File: src/rtl/serial_add_sub.sv
// serial_add_sub: digit-serial adder/subtractor.
// Each operation consumes WIDTH/DIGIT clocks, LSB digit first, through a chain of
// DIGIT full-adder cells. Results are held in output registers between completions.
// The completing edge can also accept a new start, so a continuously held start
// gives one result every WIDTH/DIGIT cycles with no idle gap.
module serial_add_sub #(
  parameter int WIDTH = 8,
  parameter int DIGIT = 1
) (
  input  logic             clk,
  input  logic             rst_n,
  input  logic             start,
  input  logic             mode,
  input  logic [WIDTH-1:0] a,
  input  logic [WIDTH-1:0] b,
  input  logic             cin,
  output logic             busy,
  output logic             done,
  output logic [WIDTH-1:0] sum,
  output logic             cout,
  output logic             ovf
);

  localparam int N  = WIDTH / DIGIT;
  localparam int CW = (N > 1) ? $clog2(N) : 1;
  localparam logic [CW-1:0] LAST = CW'(N - 1);

  typedef enum logic {
    IDLE = 1'b0,
    RUN  = 1'b1
  } state_t;

  state_t           state_reg, state_next;
  logic [CW-1:0]    cnt_reg, cnt_next;
  logic [WIDTH-1:0] opa_reg, opa_next;
  logic [WIDTH-1:0] opb_reg, opb_next;
  logic [WIDTH-1:0] res_reg, res_next;
  logic             carry_reg, carry_next;
  logic [WIDTH-1:0] sum_reg, sum_next;
  logic             cout_reg, cout_next;
  logic             ovf_reg, ovf_next;
  logic             done_reg, done_next;

  // Digit datapath: carry chain through DIGIT full-adder cells.
  logic [DIGIT:0]   chain;
  logic [DIGIT-1:0] dsum;
  logic [WIDTH-1:0] res_shift;
  logic             load;

  assign chain[0] = carry_reg;

  generate
    for (genvar gi = 0; gi < DIGIT; gi++) begin : g_cell
      assign dsum[gi]      = opa_reg[gi] ^ opb_reg[gi] ^ chain[gi];
      assign chain[gi + 1] = (opa_reg[gi] & opb_reg[gi]) |
                             (chain[gi] & (opa_reg[gi] ^ opb_reg[gi]));
    end
  endgenerate

  // New digit enters at the top of the result register; after N digits the
  // first digit has travelled down to bit 0.
  assign res_shift = (res_reg >> DIGIT) | (WIDTH'(dsum) << (WIDTH - DIGIT));

  // Next-state and datapath update; load also fires on the completing edge.
  always_comb begin
    state_next = state_reg;
    cnt_next   = cnt_reg;
    opa_next   = opa_reg;
    opb_next   = opb_reg;
    res_next   = res_reg;
    carry_next = carry_reg;
    sum_next   = sum_reg;
    cout_next  = cout_reg;
    ovf_next   = ovf_reg;
    done_next  = 1'b0;
    load       = 1'b0;

    case (state_reg)
      IDLE: begin
        load = start;
      end
      RUN: begin
        opa_next   = opa_reg >> DIGIT;
        opb_next   = opb_reg >> DIGIT;
        res_next   = res_shift;
        carry_next = chain[DIGIT];
        cnt_next   = cnt_reg + CW'(1);
        if (cnt_reg == LAST) begin
          sum_next   = res_shift;
          cout_next  = chain[DIGIT];
          ovf_next   = chain[DIGIT-1] ^ chain[DIGIT];
          done_next  = 1'b1;
          state_next = IDLE;
          load       = start;
        end
      end
      default: begin
        state_next = IDLE;
      end
    endcase

    // Subtract is a + ~b + 1: invert b once at capture and seed the carry with 1.
    if (load) begin
      opa_next   = a;
      opb_next   = mode ? ~b : b;
      carry_next = mode ? 1'b1 : cin;
      res_next   = '0;
      cnt_next   = '0;
      state_next = RUN;
    end
  end

  // State and datapath registers with synchronous active-low reset.
  always_ff @(posedge clk) begin
    if (!rst_n) begin
      state_reg <= IDLE;
      cnt_reg   <= '0;
      opa_reg   <= '0;
      opb_reg   <= '0;
      res_reg   <= '0;
      carry_reg <= 1'b0;
      sum_reg   <= '0;
      cout_reg  <= 1'b0;
      ovf_reg   <= 1'b0;
      done_reg  <= 1'b0;
    end else begin
      state_reg <= state_next;
      cnt_reg   <= cnt_next;
      opa_reg   <= opa_next;
      opb_reg   <= opb_next;
      res_reg   <= res_next;
      carry_reg <= carry_next;
      sum_reg   <= sum_next;
      cout_reg  <= cout_next;
      ovf_reg   <= ovf_next;
      done_reg  <= done_next;
    end
  end

  assign busy = (state_reg == RUN);
  assign done = done_reg;
  assign sum  = sum_reg;
  assign cout = cout_reg;
  assign ovf  = ovf_reg;

endmodule
File: config.mk
export PLATFORM = sky130hd
export DESIGN_NAME = serial_add_sub
export DESIGN_NICKNAME = d
export VERILOG_FILES = /design/src/rtl/serial_add_sub.sv
export SDC_FILE = /design/constraint.sdc
export NUM_CORES = 1
export LEC_CHECK = 0
export CORE_ASPECT_RATIO = 1.1
export CORE_MARGIN = 10
export CORE_UTILIZATION = 30
export CTS_BUF_LIST = sky130_fd_sc_hd__clkbuf_8
export DETAILED_ROUTE_END_ITERATION = 16
export PLACE_DENSITY = 0.51
export SKIP_CTS_REPAIR_TIMING = 1
export SLEW_MARGIN = 30
export SYNTH_ARGS = -nofsm -noshare
export SYNTH_HDL_FRONTEND = slang
export SYNTH_SLANG_ARGS = --single-unit
File: constraint.sdc
create_clock -name clk -period 1.9 [get_ports clk]
set_input_delay 0.38 -clock clk [delete_from_list [all_inputs] [get_ports clk]]
set_output_delay 0.38 -clock clk [all_outputs]
set_load 0.05 [all_outputs]
Yosys cells after proc, flatten, opt, wreduce, memory -nomap -nowiden

Cells that the tools add are included.
W data, S select, Z words.

Logic and storage cells: 40
Bits in registers: 40
Input port bits: 21

Bitwise logic cells: 10
Equal/unequal tests: 1
Add/subtract/negate cells: 1
Multiplexer cells: 14
Reductions and logical operators: 4

Operators by type and width:

| cell                  | number |
|---|---|
| $mux W8               | 5 |
| $mux W1               | 8 |
| $not A8 Y8            | 1 |
| $or A7 B8 Y8          | 1 |
| $reduce_and A2 Y1     | 2 |
| $add A3 B1 Y3 const B | 1 |
| $eq A3 B3 Y1 const B  | 1 |
| $xor A1 B1 Y1         | 3 |
| $and A1 B1 Y1         | 2 |
| $not A1 Y1            | 2 |
| $pmux W1 S2           | 1 |
| $reduce_bool A2 Y1    | 1 |
| $reduce_or A2 Y1      | 1 |
| $or A1 B1 Y1          | 1 |

Longest topological paths before layout

Gate-level depths: netlist of run 1.

Depth after elaboration: 5
Depth in mapped cells: 7
Mapped depth without buffers: 5

Worst setup path before layout of run 1

No wires, ideal clock.

Kind: register to register
From: register state_reg, in the netlist busy
To: register res_reg[7]
Setup slack: 0.412 ns
Data arrival time: 1.364 ns
Data required time: 1.777 ns
Stages on the path, launching flop included: 6
Setup time: 0.123 ns
Cell sequence: dfxtp_1 -> buf_4 -> buf_4 -> buf_6 -> mux2i_1 -> nor2_1

Longest elaborated chain between the ends: 3

Ends and longest elaborated chain:

| item                       | RTL line | text |
|---|---|---|
| start, declared            | 33       | `state_t state_reg, state_next;` |
| start signal, assigned     | 127      | `state_reg <= state_next;` |
| $not A1 Y1                 | 78       | `case (state_reg)` |
| $pmux W1 S2                | 78       |  |
| $reduce_or A2 Y1 (no line) | -        |  |
| end signal, assigned       | 131      | `res_reg <= res_next;` |
| end, declared              | 37       | `logic [WIDTH-1:0] res_reg, res_next;` |

Several ways; a longest one is shown, not always the timed one.
A chain may end at the register's enable or synchronous reset.

Worst setup path in the final report of run 1

From: register state_reg, in the netlist busy
To: output busy

RTL lines:

| item          | RTL line | text |
|---|---|---|
| end, declared | 17       | `output logic busy,` |

No word-level cell between the ends.

==> results.ini, run 1 <==
[synth]
synthDistinctLibCells=34
yosys.area_share.adder=0.03168
synth-xor-area-share=0.04821
yosysTopAreaCellShare=0.4298
synth-simple-area-share=0.1494
synthTopCellsByArea=dfxtp_1 (43%), mux2i_1 (5.0%), a21boi_0 (4.1%)
netlist_instances=197
synth_top_family_by_area=compound AO/OA/AOI/OAI gates
synthMuxAreaShare=0.04959
synth_area_leader_cell=dfxtp_1
synth-compound-area-share=0.2252
synth-seq-cells=39
netlist_area_mm2=0.001817
ys.warnings.count=0
seq_area_frac_synth=0.4298
synth_area_per_cell_um2=9.222
synthesis.nets=222

[critical_path]
worst-path-max-fanout=24
slowest_delay_ps=560
cp_cell_sequence=buf_4 -> buf_12
r2r_cells=5
end_kind=output port
r2r_start=cnt_reg[0]
cp-start-kind=flop
crit_arrival_ps=1430
cp_top_family=buffers and inverters
path_class=reg -> out
reg2reg_to=opb_reg[4]
slowest_stage=dfxtp_1
critPathRequiredTime_ps=1520
rrSetupSlack_ps=310
path_buf_inv=2

[pwr]
power.share.clock=0.350
swShare=0.2542
power_frac_seq=0.500
p_int_mw=1.315
vdd_drop_max_v=0.0003159
p_switching_mw=0.4481
p_comb_frac=0.150
p_leak_nw=0.8892
power.total_mw=1.763
power_density_mw_per_mm2=772.1

[drt]
route.met2.wl_mm=1.790
wl_met1_mm=2.021
dr.first_iter.drc_count=31
remaining_drc_errors=0
via_count=1453
wl_per_cell_um=13.37
first_pass_iters=4
routed_via_density=4.718
finalWirelength_mm=4.117
route.met3.wl_um=245
antenna_left=0
highest_layer=met4

[cts]
cts_buffer_depth=2
cts_tree=done
cts_buffers=5
cts.htree.levels=2
numClockSinks=39
clk_pin_slew_ps=80
insertion_delay_ps=290
clockRootBuffer=clkbuf_8

[cells_and_area]
diodes=0
fill_cells=609
final_nets=255
layout-drive-gt1-share=0.1429
fin_area_mm2=0.002283
multi_input_area_um2=920.9
regArea_um2=780.7
area_growth_pct=25.69

[timing]
tns_ps=0
slew_headroom=0.6688
grt_setup_unrepaired=no
period_needed_ps=1809
fmax_mhz=552.7
skew_ps=5.542
period_share=0.9523
worstMarginPinSlew_ps=495.2
finalHoldViolCount=0
postLayoutSetupSlackWorst_ps=90.58
drv_slew=0
setup_viol_count_final=0

[die]
core_area_mm2=0.005842
fp.dieArea_mm2=0.009572
ios=33
start_util=0.3110
fp.dieH_um=101.6
row_count=29
die_x_um=94.20

[min_path]
hold_end=sum[1]
whs_path_depth=2
hp-start=sum[1]
hold_path.class=reg -> reg

[grt]
grtUsageTotal=0.09162
grt_pass1_vias=1454
grt_max_degree=31
antenna_found_initial=0
grt_pass1_wl_mm=7.079
overflow=0

[status]
status=finished, final reports clean

[placement]
pre_cts_ws_ps=119.3
hpwl_mm=2.897
gp_congestion=0.7090
port_buffers=32
placedInstanceArea_mm2=0.002178

[job]
max-cap-violations=0

## cells by family after synthesis
family / count (synthesis)
adder cells (fa/ha/maj): 4
XOR/XNOR: 10
AND/OR/NAND/NOR: 57
multiplexers: 9
buffers and inverters: 17
flip-flops: 39
AO/OA/AOI/OAI: 61
## layout by cell type (no fill, tap or decap), drive strengths merged
| cell | synthesis | layout |
|---|---|---|
| nand2b | 2 | 2 |
| o31a | 4 | 4 |
| nor2b | 3 | 3 |
| fa | 1 | 1 |
| o21ai | 15 | 15 |
| a21oi | 13 | 13 |
| nor2 | 19 | 19 |
| dfxtp | 39 | 39 |
| o211a | 4 | 4 |
| a211oi | 4 | 4 |
| nand2 | 22 | 22 |
| a31oi | 8 | 8 |
| a32oi | 2 | 2 |
| clkdlybuf4s50 | 0 | 23 |
| and3 | 5 | 5 |
| and2 | 1 | 1 |
| inv | 2 | 3 |
| buf | 12 | 18 |
| xor2 | 4 | 4 |
| or2 | 1 | 1 |
| ha | 3 | 3 |
| clkbuf | 3 | 7 |
| nor3 | 4 | 4 |
| xnor2 | 6 | 6 |
| mux2i | 9 | 9 |
| a21boi | 10 | 10 |
| o311a | 1 | 1 |
## power groups by stage
| stage | clock, mW | sequential [mW] | combinational, mW |
|---|---|---|---|
| 3_3_place_gp | 0 | 0.901 | 0.267 |
| 4_1_cts | 0.635 | 0.881 | 0.267 |
| 6_report | 0.617 | 0.881 | 0.265 |
| 5_1_grt | 0.681 | 0.886 | 0.293 |
| 2_1_floorplan | 0 | 0.896 | 0.186 |
| 3_5_place_dp | 0 | 0.900 | 0.267 |
## worst min-delay path, stage by stage, from the launching register on
cell,delay (ps)
dfxtp_1,310
nand2_1,40
a21boi_0,60
## area by class of cell
type / instances / share of cell area
clock inverter: 1 / 0.001644
sequential: 39 / 0.3419
clock buffer: 7 / 0.04219
inverter: 2 / 0.003288
multi-input combinational: 141 / 0.4033
tap: 77 / 0.04219
timing repair buffer: 41 / 0.1655
## how the worst max path moves through the flow
stage	startpoint	depth (start not counted)	slack [ps]	end
final	busy	2	90	busy
after global routing	busy	2	10	busy
after floorplan	busy	5	410	res_reg[7]
after CTS	busy	2	60	busy
after global placement	cnt_reg[0]	5	100	opa_reg[4]
after detailed placement	start	4	120	res_reg[3]
## per-layer routing
layer  GRT usage  up-vias
met1      0.1148      659
li1            -      756
met4     0.04211        0
met3     0.03476        6
met5           0        -
met2      0.1353       32
## cells in the mapped netlist
master,n
nand2b_1,1
and2_1,1
o21ai_4,1
nor3_1,4
or2_0,1
a21oi_1,13
o21ai_0,14
nor2_1,18
a211oi_1,4
a21boi_0,10
a32oi_1,2
o211a_1,4
inv_1,2
clkbuf_1,3
buf_8,1
nand2_1,19
mux2i_1,9
nand2_2,2
o311a_1,1
nor2_2,1
a31oi_1,8
dfxtp_1,39
buf_6,3
buf_4,5
and3_1,5
nor2b_1,3
o31a_1,4
xor2_1,4
ha_1,3
nand2b_4,1
buf_2,3
nand2_4,1
fa_1,1
xnor2_1,6
## through the flow
step,hold WS [ps],utilization,cells
global placement,451.6,0.3729,300
CTS,468.3,0.3900,308
global route,489.3,0.3909,308
detailed placement,457.7,0.3729,300
finish,461.9,0.3909,308
floorplan,440.5,-,197
(Power assumes the default switching activity.)
==> inputs of run 2 (changes only) <==
- CELL_PAD_IN_SITES_DETAIL_PLACEMENT: unset -> 1
- CELL_PAD_IN_SITES_GLOBAL_PLACEMENT: unset -> 2
- PLACE_DENSITY: 0.51 -> 0.75
==> run 2 against run 1 <==
Net effect: clock power down 9.7%; sequential power down 0.5%; critical endpoint is now sum[2]; sequential share of layout area up 0.075 points; count of clock-buffer cells in the layout down 2; maximum frequency down 0.68%.
==> results.ini, run 2 (synthesis gave the netlist of run 1 again) <==
[timing]
worstMarginPinSlew_ps=603.2  ; +108.0 ps
finalHoldViolCount=0  ; unchanged
skew_ps=7.846  ; +2.303 ps
slew_headroom=0.5970  ; -0.07178
postLayoutSetupSlackWorst_ps=78.16  ; -12.42 ps
drv_slew=0  ; unchanged
period_needed_ps=1822  ; +12.42 ps
fmax_mhz=548.9  ; -0.68%
grt_setup_unrepaired=no
setup_viol_count_final=0  ; unchanged
period_share=0.9589  ; +0.006537
tns_ps=0  ; unchanged

[status]
status=finished, final reports clean

[die]
core_area_mm2=0.005842  ; unchanged
fp.dieH_um=101.6  ; unchanged
row_count=29  ; unchanged
ios=33  ; unchanged
die_x_um=94.20  ; unchanged
start_util=0.3110  ; unchanged
fp.dieArea_mm2=0.009572  ; unchanged

[pwr]
p_switching_mw=0.4631  ; +3.4%
vdd_drop_max_v=0.0003574  ; +13%
power_density_mw_per_mm2=749.2  ; -3.0%
power.share.clock=0.327  ; -0.023
p_int_mw=1.244  ; -5.4%
power.total_mw=1.707  ; -3.2%
p_leak_nw=0.8843  ; -0.55%
power_frac_seq=0.514  ; +0.014
p_comb_frac=0.160  ; +0.010
swShare=0.2713  ; +0.01715

[placement]
port_buffers=32  ; unchanged
gp_congestion=0.6802  ; -4.1%
pre_cts_ws_ps=80.06  ; -39.19 ps
hpwl_mm=3.154  ; +8.9%
dp_cells=300  ; unchanged

[critical_path]
cp-start-kind=flop
cp_cell_sequence=clkdlybuf4s50_1
crit_arrival_ps=1440  ; about the same
slowest_delay_ps=810  ; +250 ps
path_buf_inv=1  ; -1
end_kind=output port
path_class=reg -> out
cp_top_family=buffers and inverters
worst-path-max-fanout=2  ; -92%
critPathRequiredTime_ps=1520  ; about the same
slowest_stage=clkdlybuf4s50_1

[cells_and_area]
layout-drive-gt1-share=0.1299  ; -0.01299
final_nets=255  ; unchanged
diodes=0  ; unchanged
fill_cells=689  ; +13%
final_core_util=0.3900  ; -0.0008570
area_growth_pct=25.41
final_cells=308  ; unchanged
final_common_cell=dfxtp_1
final_cell_mix=dfxtp_1 (39), clkdlybuf4s50_1 (24), nand2_1 (19)

[cts]
numClockSinks=39  ; unchanged
clk_pin_slew_ps=80  ; about the same
cts_tree=done
insertion_delay_ps=300  ; about the same
clockRootBuffer=clkbuf_8
cts_buffers=5  ; unchanged
cts.htree.levels=2  ; unchanged
cts_buffer_depth=2  ; unchanged

[grt]
grt_pass1_vias=1509  ; +3.8%
antenna_found_initial=0  ; unchanged
grtUsageTotal=0.09328  ; +0.001660
grt_max_degree=31  ; unchanged
grt_pass1_wl_mm=7.245  ; +2.3%
overflow=0  ; unchanged

[drt]
first_pass_iters=3  ; -1
via_count=1464  ; +0.76%
routed_via_density=4.753  ; +0.76%
wl_per_cell_um=13.83  ; +3.5%
remaining_drc_errors=0  ; unchanged
antenna_left=0  ; unchanged
finalWirelength_mm=4.261  ; +3.5%
dr.first_iter.drc_count=15  ; -52%

[min_path]
hold_path.class=reg -> reg

[job]
max-cap-violations=0  ; unchanged

==> run 2: cell types whose count changed in the layout (fill, tap and decap cells not counted), sizes merged <==
cell / before / now
buf: 18 / 17
clkbuf: 7 / 5
clkdlybuf4s50: 23 / 24
clkinv: 0 / 1
clkinvlp: 0 / 1
==> run 2: path summary, 6_finish.rpt <==
| check | cells after the start | slack (ps) | end | from |
|---|---|---|---|---|
| setup / recovery | 1 | 80 | sum[2] | sum[2] |
| setup reg to reg | 5 | 170 | opa_reg[4] | cnt_reg[0] |
| hold / removal | 2 | 470 | sum[1] | sum[1] |
| hold reg to reg | 2 | 470 | sum[1] | sum[1] |
==> run 2: per-layer routing <==
metal / vias up / wire (µm) / GRT usage
met5: - / 0 / 0
met2: 30 / 1860 / 0.1411
met4: 0 / 61 / 0.03158
met3: 4 / 294 / 0.04068
li1: 749 / - / -
met1: 681 / 2044 / 0.1153
==> run 2: cell type report <==
class,instances,area [µm²],area share
clock buffer,5,68.82,0.03020
clock inverter,3,16.27,0.007139
inverter,2,7.507,0.003295
multi-input combinational,141,915.9,0.4020
sequential,39,780.7,0.3427
tap,77,96.34,0.04228
timing repair buffer,41,392.9,0.1724
==> run 2: power by group through the flow <==
stage / combinational (mW) / sequential (mW) / clock (mW)
after global placement: 0.275 / 0.896 / 0
after global routing: 0.307 / 0.882 / 0.615
after CTS: 0.279 / 0.877 / 0.580
after floorplan: 0.186 / 0.896 / 0
final: 0.273 / 0.877 / 0.557
after detailed placement: 0.278 / 0.896 / 0
==> run 2: per-stage QoR <==
stage	hold WS, ps	area [µm²]
after floorplan	440.5	1817
after global placement	454.2	2193
after detailed placement	459.0	2193
after CTS	471.2	2278
after global routing	487.9	2278
final	466.0	2278
==> run 2: tightest hold or removal path, delay by kind of cell, from the launching register on <==
family | cells | cell delay, ps
compound gates | 1 | 60
flops | 1 | 310
simple gates | 1 | 50
==> inputs of run 3 (changes only) <==
- GPL_TIMING_DRIVEN: unset -> 0
==> run 3 against run 2 <==
Net effect: power rose by 4.2%; design area rose by 1.7%; global-route usage rose by 0.26 points; worst hold slack got worse by 45 ps; non-clock buffer count rose by 4.
==> results.ini, run 3 (synthesis gave the netlist of run 1 again) <==
[drt]
via_count=1491  ; +1.8%
dr.first_iter.drc_count=25  ; +10
wl_per_cell_um=14.04  ; +1.5%
remaining_drc_errors=0  ; unchanged
routed_via_density=4.779  ; +0.54%
finalWirelength_mm=4.380  ; +2.8%
antenna_left=0  ; unchanged
first_pass_iters=4  ; +1

[critical_path]
critPathRequiredTime_ps=1520  ; about the same
path_class=reg -> out
slowest_delay_ps=810  ; about the same
cp-start-kind=flop
crit_arrival_ps=1450  ; about the same
path_buf_inv=1  ; unchanged
slowest_stage=clkdlybuf4s50_1
worst-path-max-fanout=2  ; unchanged
cp_top_family=buffers and inverters
end_kind=output port
cp_cell_sequence=clkdlybuf4s50_1

[die]
core_area_mm2=0.005842  ; unchanged
fp.dieH_um=101.6  ; unchanged
start_util=0.3110  ; unchanged
row_count=29  ; unchanged
fp.dieArea_mm2=0.009572  ; unchanged
ios=33  ; unchanged
die_x_um=94.20  ; unchanged

[timing]
skew_ps=3.717  ; -4.129 ps
fmax_mhz=545.1  ; -0.70%
period_needed_ps=1835  ; +12.85 ps
slew_headroom=0.6440  ; +0.04695
grt_setup_unrepaired=no
worstMarginPinSlew_ps=534.0  ; -69.18 ps
setup_viol_count_final=0  ; unchanged
finalHoldViolCount=0  ; unchanged
tns_ps=0  ; unchanged
period_share=0.9656  ; +0.006761
holdWs_ps=420.9  ; -45.07 ps
drv_slew=0  ; unchanged

[status]
status=finished, final reports clean

[grt]
grtUsageTotal=0.09585  ; +0.002566
antenna_found_initial=0  ; unchanged
grt_pass1_vias=1505  ; -0.27%
grt_max_degree=13  ; -58%
grt_pass1_wl_mm=7.445  ; +2.8%
overflow=0  ; unchanged

[cts]
cts_buffer_depth=2  ; unchanged
cts_tree=done
cts_buffers=5  ; unchanged
insertion_delay_ps=290  ; about the same
clk_pin_slew_ps=80  ; about the same
numClockSinks=39  ; unchanged
clockRootBuffer=clkbuf_8
cts.htree.levels=2  ; unchanged

[placement]
port_buffers=30  ; -6.3%
gp_congestion=0.7287  ; +7.1%
hpwl_mm=3.277  ; +3.9%

[cells_and_area]
area_growth_pct=27.55
multi_input_area_um2=915.9  ; unchanged
layout-drive-gt1-share=0.1106  ; -0.01923
regArea_um2=780.7  ; unchanged
final_cell_mix=dfxtp_1 (39), clkdlybuf4s50_1 (30), nand2_1 (19)
final_common_cell=dfxtp_1
diodes=0  ; unchanged
final_nets=259  ; +1.6%
fill_cells=689  ; unchanged

[pwr]
power_density_mw_per_mm2=767.5  ; +2.4%
vdd_drop_max_v=0.0002658  ; -26%
p_leak_nw=0.8821  ; -0.24%

[min_path]
hold_path.class=in -> reg

[job]
max-cap-violations=0  ; unchanged

-- run 3: cell count changes in the layout (fill, tap and decap cells not counted), moves of 2 or more --
cell,change
buf_12,-2
buf_2,+3
buf_4,-10
buf_6,+3
clkbuf_1,+3
clkbuf_8,+2
clkdlybuf4s50_1,+6
-- run 3: layout make-up --
type,count,share of cell area
sequential,39,0.3369
tap,77,0.04158
clock inverter,1,0.003240
multi-input combinational,141,0.3952
timing repair buffer,30,0.1296
inverter,2,0.003240
clock buffer,7,0.04158
buffer,15,0.04860
-- run 3: metal layers --
metal	vias up	global-route usage	wire length (µm)
li1	756	-	-
met1	699	0.1208	2145
met2	31	0.1490	1946
met3	5	0.02811	227
met4	0	0.03860	61
met5	-	0	0
-- run 3: path summary, 6_finish.rpt --
| kind | to | slack, ps | startpoint | cells past startpoint |
|---|---|---|---|---|
| hold reg to reg | sum[0] | 460 | sum[0] | 2 |
| hold / removal | carry_reg | 420 | mode | 2 |
| setup reg to reg | opa_reg[0] | 280 | cnt_reg[0] | 7 |
| setup / recovery | ovf | 70 | ovf | 1 |
-- run 3: through the flow --
step / area [µm²] / worst slack (ps) / cells / power (mW) / util
after floorplan: 1817 / 412.3 / 197 / 1.082 / -
after global placement: 2213 / 86.50 / 304 / 1.174 / 0.3789
after detailed placement: 2213 / 79.71 / 304 / 1.177 / 0.3789
after CTS: 2317 / 36.57 / 312 / 1.806 / 0.3967
after global routing: 2317 / 1.018 / 312 / 1.876 / 0.3967
final: 2317 / 65.31 / 312 / 1.778 / 0.3967
-- run 3: where the power goes --
group	internal [mW]	leakage (nW)	switching [mW]
sequential	0.855	0.318	0.0208
combinational	0.137	0.513	0.141
clock	0.330	0.0505	0.295
